[src/rtl/fetch_controller.sv]
`default_nettype none
// ============================================================================
// Module      : fetch_controller
// Description : PC sequencer and fetch FIFO for the 16-bit CPU's instruction memory
// Revision    : 1.0 - initial release
// ============================================================================
module fetch_controller #(
  parameter logic [15:0] START_PC = 16'd10,
  parameter logic [3:0]  HALT_OP  = 4'hF,
  parameter int          DEPTH    = 2,
  parameter logic [15:0] PC_STEP  = 16'd2
) (
  input  logic        clk,
  input  logic        rst_n,
  input  logic        start,
  output logic [15:0] imem_addr,
  input  logic [15:0] imem_data,
  input  logic        redirect,
  input  logic [15:0] redirect_pc,
  output logic [15:0] instr,
  output logic [15:0] instr_pc,
  output logic        instr_valid,
  input  logic        instr_ready,
  output logic        busy,
  output logic        halted
);

  localparam int                c_cw       = $clog2(DEPTH + 1);
  localparam int                c_pw       = $clog2(DEPTH);
  localparam logic [c_cw-1:0]   c_depth    = c_cw'(DEPTH);
  localparam logic [c_pw-1:0]   c_last_ptr = c_pw'(DEPTH - 1);
  localparam logic [15:0]       c_pc_mask  = 16'hFFFE;

  typedef enum logic [1:0] {
    ST_IDLE   = 2'd0,
    ST_RUN    = 2'd1,
    ST_HALTED = 2'd2
  } state_t;

  state_t            r_state, w_state_nxt;
  logic [15:0]       r_pc, w_pc_nxt;
  logic [31:0]       r_mem [DEPTH];
  logic [c_pw-1:0]   r_head, r_tail, w_rd_idx;
  logic [c_cw-1:0]   r_count;
  logic              w_push, w_pop, w_flush;

  assign w_pop   = instr_valid & instr_ready;
  assign w_flush = redirect & (r_state != ST_IDLE);
  assign w_push  = (r_state == ST_RUN) & ~redirect & ((r_count < c_depth) | w_pop);

  always_ff @(posedge clk or negedge rst_n) begin
    if (!rst_n) begin
      r_state <= ST_IDLE;
      r_pc    <= 16'h0000;
    end else begin
      r_state <= w_state_nxt;
      r_pc    <= w_pc_nxt;
    end
  end

  always_comb begin
    w_state_nxt = r_state;
    w_pc_nxt    = r_pc;
    case (r_state)
      ST_IDLE: begin
        if (start) begin
          w_state_nxt = ST_RUN;
          w_pc_nxt    = START_PC & c_pc_mask;
        end
      end
      ST_RUN: begin
        if (redirect) begin
          w_pc_nxt = redirect_pc & c_pc_mask;
        end else if (w_push) begin
          w_pc_nxt = r_pc + PC_STEP;
          if (imem_data[15:12] == HALT_OP) begin
            w_state_nxt = ST_HALTED;
          end
        end
      end
      ST_HALTED: begin
        if (redirect) begin
          w_state_nxt = ST_RUN;
          w_pc_nxt    = redirect_pc & c_pc_mask;
        end
      end
      default: begin
        w_state_nxt = ST_IDLE;
        w_pc_nxt    = 16'h0000;
      end
    endcase
  end

  // A flush rewinds the tail onto the head so the last-delivered slot still sits just behind it.
  always_ff @(posedge clk or negedge rst_n) begin
    if (!rst_n) begin
      r_head  <= '0;
      r_tail  <= '0;
      r_count <= '0;
      for (int i = 0; i < DEPTH; i++) begin
        r_mem[i] <= 32'h0000_0000;
      end
    end else if (w_flush) begin
      r_tail  <= r_head;
      r_count <= '0;
    end else begin
      if (w_push) begin
        r_mem[r_tail] <= {r_pc, imem_data};
        r_tail        <= (r_tail == c_last_ptr) ? '0 : r_tail + 1'b1;
      end
      if (w_pop) begin
        r_head <= (r_head == c_last_ptr) ? '0 : r_head + 1'b1;
      end
      case ({w_push, w_pop})
        2'b10:   r_count <= r_count + 1'b1;
        2'b01:   r_count <= r_count - 1'b1;
        default: r_count <= r_count;
      endcase
    end
  end

  // When empty, show the slot just behind the head so the outputs hold their last value.
  always_comb begin
    w_rd_idx = r_head;
    if (r_count == '0) begin
      w_rd_idx = (r_head == '0) ? c_last_ptr : r_head - 1'b1;
    end
  end

  assign {instr_pc, instr} = r_mem[w_rd_idx];
  assign instr_valid       = (r_count != '0);
  assign imem_addr         = r_pc;
  assign busy              = (r_state == ST_RUN);
  assign halted            = (r_state == ST_HALTED) & (r_count == '0);

endmodule
`default_nettype wire

[config.mk]
export PLATFORM = sky130hd
export DESIGN_NAME = fetch_controller
export DESIGN_NICKNAME = d
export VERILOG_FILES = /design/src/rtl/fetch_controller.sv
export SDC_FILE = /design/constraint.sdc
export NUM_CORES = 1
export LEC_CHECK = 0
export ABC_AREA = 1
export CORE_ASPECT_RATIO = 2
export CORE_MARGIN = 3
export CORE_UTILIZATION = 52
export CTS_CLUSTER_SIZE = 10
export DETAILED_ROUTE_END_ITERATION = 10
export PLACE_DENSITY = 0.79
export SYNTH_ARGS = -nofsm -noshare
export SYNTH_HDL_FRONTEND = slang
export SYNTH_SLANG_ARGS = --single-unit
[constraint.sdc]
create_clock -name clk -period 1.9 [get_ports clk]
set_input_delay 0.475 -clock clk [delete_from_list [all_inputs] [get_ports clk]]
set_output_delay 0.475 -clock clk [all_outputs]
set_load 0.01 [all_outputs]
==> flow_summary_export.csv <==
group,metric,value,unit
outcome,status,"finished, violations left",
outcome,violations,"setup timing",
global_routing,grt_pass1_vias,4090,
timing,clock.fmax,458,MHz
logic_synthesis,synth.distinct_cells,35,
drt,vias,4132,
placement,io_buffer_count,84,
setup_path,cp_max_fo,9,
global_routing,grt_pass1_wl,19.4,mm
drt,drt_wl_total,12.2,mm
cts,clock-sinks,83,
logic_synthesis,netlist_instances,560,
timing,holdWs,157,ps
global_routing,grtUsageTotal,25.9,%
placement,hpwl,7.84,mm
global_routing,grt_start_max_net_pins,84,
setup_path,critPathKind,"reg2out",
timing,period_minus_slack,2180,ps
pwr,leakagePower,0.00288,uW
logic_synthesis,netlist_area,0.00430,mm2
timing,rsz0062_at_grt,"true",
drt,final_antenna_net_count,0,
pwr,powerDensity,2020,mW/mm2
cts,cts_tree,"built",
global_routing,busiest_layer,"met2",
final_layout,drive_above_1_share,21.6,%
hold_path,hold_class,"in2async",
logic_synthesis,yosysSeqAreaShare,48.3,%
cts,htreeDepth,3,
logic_synthesis,synth_top_family_by_area,"simple AND/OR/NAND/NOR gates",
logic_synthesis,synthMuxAreaShare,0,%
final_layout,synthToLayoutAreaGrowth,37.7,%
drt,routedWlPerCell,15.6,um
logic_synthesis,ys_ff_latch,83,
pwr,swShare,41.7,%
pwr,clockPowerShare,15.0,%
pwr,seqPwrFrac,26.6,%
logic_synthesis,yosys_warnings,0,
timing,report.final.slew_viol_count,0,
final_layout,fillCellCount,601,
global_routing,antenna_found_initial,0,
setup_path,start_kind,"flip-flop",
die,die_width,70.3,um
flow_run,drv_cap,0,
final_layout,final_common_cell,"nand2_1",
die,core,0.00800,mm2
drt,dr.pass1.iters,5,
global_routing,overflow,0,
pwr,p_total,12000,uW
final_layout,nets,718,
timing,setup_slack,-283,ps
logic_synthesis,synth_xor_area_share,0.989,%
final_layout,instances_no_fill,781,
final_layout,layout_common_cells,"nand2_1, dfrtp_1, inv_1",
final_layout,n_antenna_cell,0,
global_routing,grtUsageMet1,29.6,%
timing,setup-tns-final,-7490,ps
cts,clock_latency,330,ps
setup_path,cp_top_family,"buffers and inverters",
die,start_util,53.8,%
pwr,internal_power,6980,uW
cts,holdBufCountCts,0,
cts,clk_path_buf_depth,2,
timing,period_share,115,%
logic_synthesis,synth_area_per_cell,7.68,um2
logic_synthesis,synth_compound_area_share,14.7,%
placement,placedCellCount,753,
die,rows,46,
drt,post-route-drc-count,0,
timing,setup_viol,31,
cts,clk_pin_slew,60,ps
setup_path,crit_buf_inv,4,
cts,cts_buffers,9,
placement,gp_congestion,0.941,
setup_path,critPathRequiredTime,1420,ps
setup_path,crit_slowest_cell,"dfrtp_1",
logic_synthesis,synth-simple-area-share,26.2,%
placement,dpl_worst_slack,-444,ps
global_routing,globalRouteMet3Util,3.20,%
setup_path,crit_arrival,1710,ps
die,dieArea,0.00946,mm2
pwr,switchingPower,5000,uW
setup_path,slowest_delay,410,ps
setup_path,path_cells,"inv_2, nand2_4, xor2_4, buf_12, clkbuf_16, nand2_1, o21ai_1, buf_2",
global_routing,grt_util_met2,47.4,%
pwr,ir_drop,0.000958,V
drt,viasPerCell,5.29,
timing,finalHoldViolCount,0,
die,chipHeight,135,um
pwr,combPwrFrac,58.4,%
drt,drt_iter0_drc,355,
logic_synthesis,synth_fa_ha_area_share,0.291,%
die,io_pins,88,
cts,cts_root_buf,"clkbuf_16",
setup_path,crit_path_end_kind,"output port",
timing,finalClockSkew,4.08,ps
## worst paths after layout
kind                         startpoint             to  slack, ps  cells after the start
hold / removal                    rst_n      r_mem[12]        160                      2
setup / recovery             r_count[0]   instr_pc[14]       -280                      8
max in group asynchronous         rst_n  imem_addr[13]       1360                      2
setup reg to reg           imem_addr[1]  imem_addr[11]        230                      8
hold reg to reg               r_mem[36]      r_mem[36]        470                      2
min in group clk              r_mem[36]      r_mem[36]        470                      2
## repair_timing
item | CTS | global route
setup buffers | 6 | 1
setup endpoints to repair | 36 | 37
gates resized for setup | 179 | 19
pin swaps | 2 | 0
gates cloned | 2 | 4
## per-stage QoR
| stage | util (%) | cell area, um2 |
|---|---|---|
| 2_1_floorplan | - | 4300 |
| 3_3_place_gp | 68.0 | 5440 |
| 3_5_place_dp | 68.0 | 5440 |
| 4_1_cts | 72.3 | 5790 |
| 5_1_grt | 74.0 | 5920 |
| 6_report | 74.0 | 5920 |
## state kept, by name, summed over array words and instances, names as in the netlist
register and count:
imem_addr 15, r_count 2, r_head 1, r_mem 62, r_state 2, r_tail 1
## synth_stat cells, drive strengths merged
cell	n	area, um2
inv	60	228
xor2	3	33.8
nand3	17	90.1
buf	21	160
ha	1	12.5
clkbuf	4	15.0
nand2	198	768
conb	1	3.75
o21ai	88	474
a21oi	17	85.1
o211ai	2	15.0
o21bai	1	7.51
clkinv	1	3.75
or3	1	6.26
xnor2	1	8.76
nor3	1	5.00
a21boi	5	37.5
nor2	46	211
or2	1	6.26
dfrtp	83	2080
nand4	6	37.5
a31oi	1	6.26
a22oi	1	7.51
## power groups by stage
stage / sequential (uW) / combinational, uW / clock [uW]
after global placement: 3120 / 5760 / 0
final: 3190 / 6990 / 1800
after CTS: 3150 / 6350 / 1820
after floorplan: 3100 / 3030 / 0
after detailed placement: 3170 / 5920 / 0
after global routing: 3280 / 7640 / 1900
## cells by family after synthesis
kind of cell | count (synthesis)
buf+inv | 86
compound gates | 115
flops | 83
simple gates | 270
other cells | 1
fa+ha+maj | 1
xor+xnor | 4
## layout make-up
| class | instances | area [um2] | share of cell area (%) |
|---|---|---|---|
| clock inverters | 4 | 47.5 | 0.803 |
| inverters | 61 | 231 | 3.91 |
| well taps | 96 | 120 | 2.03 |
| multi-input cells | 392 | 1920 | 32.4 |
| repair buffers | 133 | 1250 | 21.1 |
| clock buffers | 12 | 267 | 4.50 |
| flip-flops and latches | 83 | 2090 | 35.2 |
## routing by layer
| layer | share of wire, % | up-vias |
|---|---|---|
| met2 | 55 | 148 |
| met1 | 38 | 1942 |
| met5 | 0 | - |
| li1 | - | 2012 |
| met4 | 3.3 | 0 |
| met3 | 4.1 | 30 |
Power figures use the tool's default switching activity.
==> RTL edit: new RTL, config.mk and constraints unchanged <==
The 3 states of `state_t` get a one-hot encoding in 3 bits.
--- a/src/rtl/fetch_controller.sv
+++ b/src/rtl/fetch_controller.sv
@@ -31,10 +31,10 @@
   localparam logic [c_pw-1:0]   c_last_ptr = c_pw'(DEPTH - 1);
   localparam logic [15:0]       c_pc_mask  = 16'hFFFE;
 
-  typedef enum logic [1:0] {
-    ST_IDLE   = 2'd0,
-    ST_RUN    = 2'd1,
-    ST_HALTED = 2'd2
+  typedef enum logic [2:0] {
+    ST_IDLE   = 3'b001,
+    ST_RUN    = 3'b010,
+    ST_HALTED = 3'b100
   } state_t;
 
   state_t            r_state, w_state_nxt;
Behaviour: no difference found for any inputs over 4 cycles, from zero or initial values and one cycle with rst_n low; so few cycles prove little.
==> RTL edit against the original RTL <==
The run still ends with negative setup slack left. Sequential share of layout area decreased by 0.58 points. Global-route usage down 0.87 points. Critical endpoint is now instr[13]. Sequential cell count is 1 higher. Sequential power down 6.3%. Routed wire length rose by 5.9%. Critical path depth shrank 1. Register-to-register slack worse by 0.34 ns. Final cell count shrank 1.4%. Design area is 2.8% higher. Worst setup slack worse by 0.057 ns. Largest cell class unchanged. Power decreased by 11%. Fmax fell by 2.5%. Synthesized area up 0.15%.
==> RTL edit: results (changes against the original RTL) <==
metric,value,unit,change
status,"complete, but fails checks",,
final-seq-area,0.00211,sq mm,+1.1%
top_register,r_mem,,
worst_r2r_path_depth,12,,+4
timing.hold.ws,0.0999,ns,-0.0572 ns
clock_sinks,84,,+1.2%
yosys-top-cells-count,"nand2_1, dfrtp_1, o21ai_0, inv_1, o21ai_1",,
violations,negative setup slack,,
track_usage,25.0,%,-0.87 points
use_met1,28.9,%,-0.65 points
die_w,70.4,um,about the same
clock_skew,0.0101,ns,+0.00598 ns
inverters_excl_clock,57,,-6.6%
place_ws,-0.432,ns,+0.0115 ns
n_antenna_cell,0,,unchanged
routed_via_density,5.36,,+1.3%
grt_pass1_vias,3982,,-2.6%
worstPathMaxFanout,7,,-2
drtIter0Drc,345,,-2.8%
vdd_drop_max,0.952,mV,-0.61%
layout-drive-gt1-share,24.5,%,+2.9 points
p_leak,3.01,nW,+4.5%
yosysUniqueCellTypes,36,,+2.9%
multi_input_area_share,32.4,%,about the same
clk_share,5.01,%,-0.29 points
place.gp.congestion,0.887,,-5.7%
wl_met2,7.10,mm,+6.7%
nMultiInputCombCells,389,,-0.77%
arrival,1.76,ns,+0.05 ns
regToRegEndpoint,r_mem[1],,
crit_end,instr[13],,
cts_resized,184,,+2.8%
synth_compound_area_share,13.1,%,-1.6 points
met3_usage,4.25,%,+1.0 points
p_per_area,1760,mW/mm^2,-13%
buffer_area_share,22.1,%,+1.0 points
synthTopCellsByArea,"dfrtp_1, nand2_1, o21ai_0",,
synthXorXnorAreaFrac,0.784,%,-0.20 points
buffers_excl_clock,128,,-3.8%
finalSetupViolCount,45,,+45%
met2_usage,44.6,%,-2.8 points
n_fill_cell,549,,-8.7%
fin_ws,-0.339,ns,-0.0566 ns
avgRoutedWirePerCell,16.7,um,+7.4%
wl_met1,4.75,mm,+2.9%
## RTL edit: cell count changes after synthesis, moves of 4 or more
cell,change
nand2_1,+40
a21oi_1,-10
nor2_1,-26
a21boi_0,-5
o21ai_0,-11
inv_1,-4
nand3_1,-6
buf_2,-4
o21ai_1,+18
## RTL edit: report_power, final
part | switching [mW] | internal, mW
clock network | 0.723 | 1.09
registers | 0.502 | 2.48
logic | 3.13 | 2.77
## RTL edit: critical path, cell delays in order (launching register included)
cell	delay, ns
dfrtp_1	0.42
nor2_4	0.18
xor2_4	0.23
buf_12	0.16
buf_8	0.14
nand2_2	0.07
o21ai_2	0.06
buf_2	0.15
## RTL edit: per-stage QoR
| stage | std cells | TNS [ns] | total power [mW] |
|---|---|---|---|
| final | 770 | -10.06 | 10.7 |
| after CTS | 762 | -8.83 | 10.1 |
| after floorplan | 553 | 0 | 5.12 |
| after global placement | 735 | -9.83 | 7.19 |
| after detailed placement | 735 | -11.13 | 7.33 |
| after global routing | 770 | -16.00 | 11.3 |
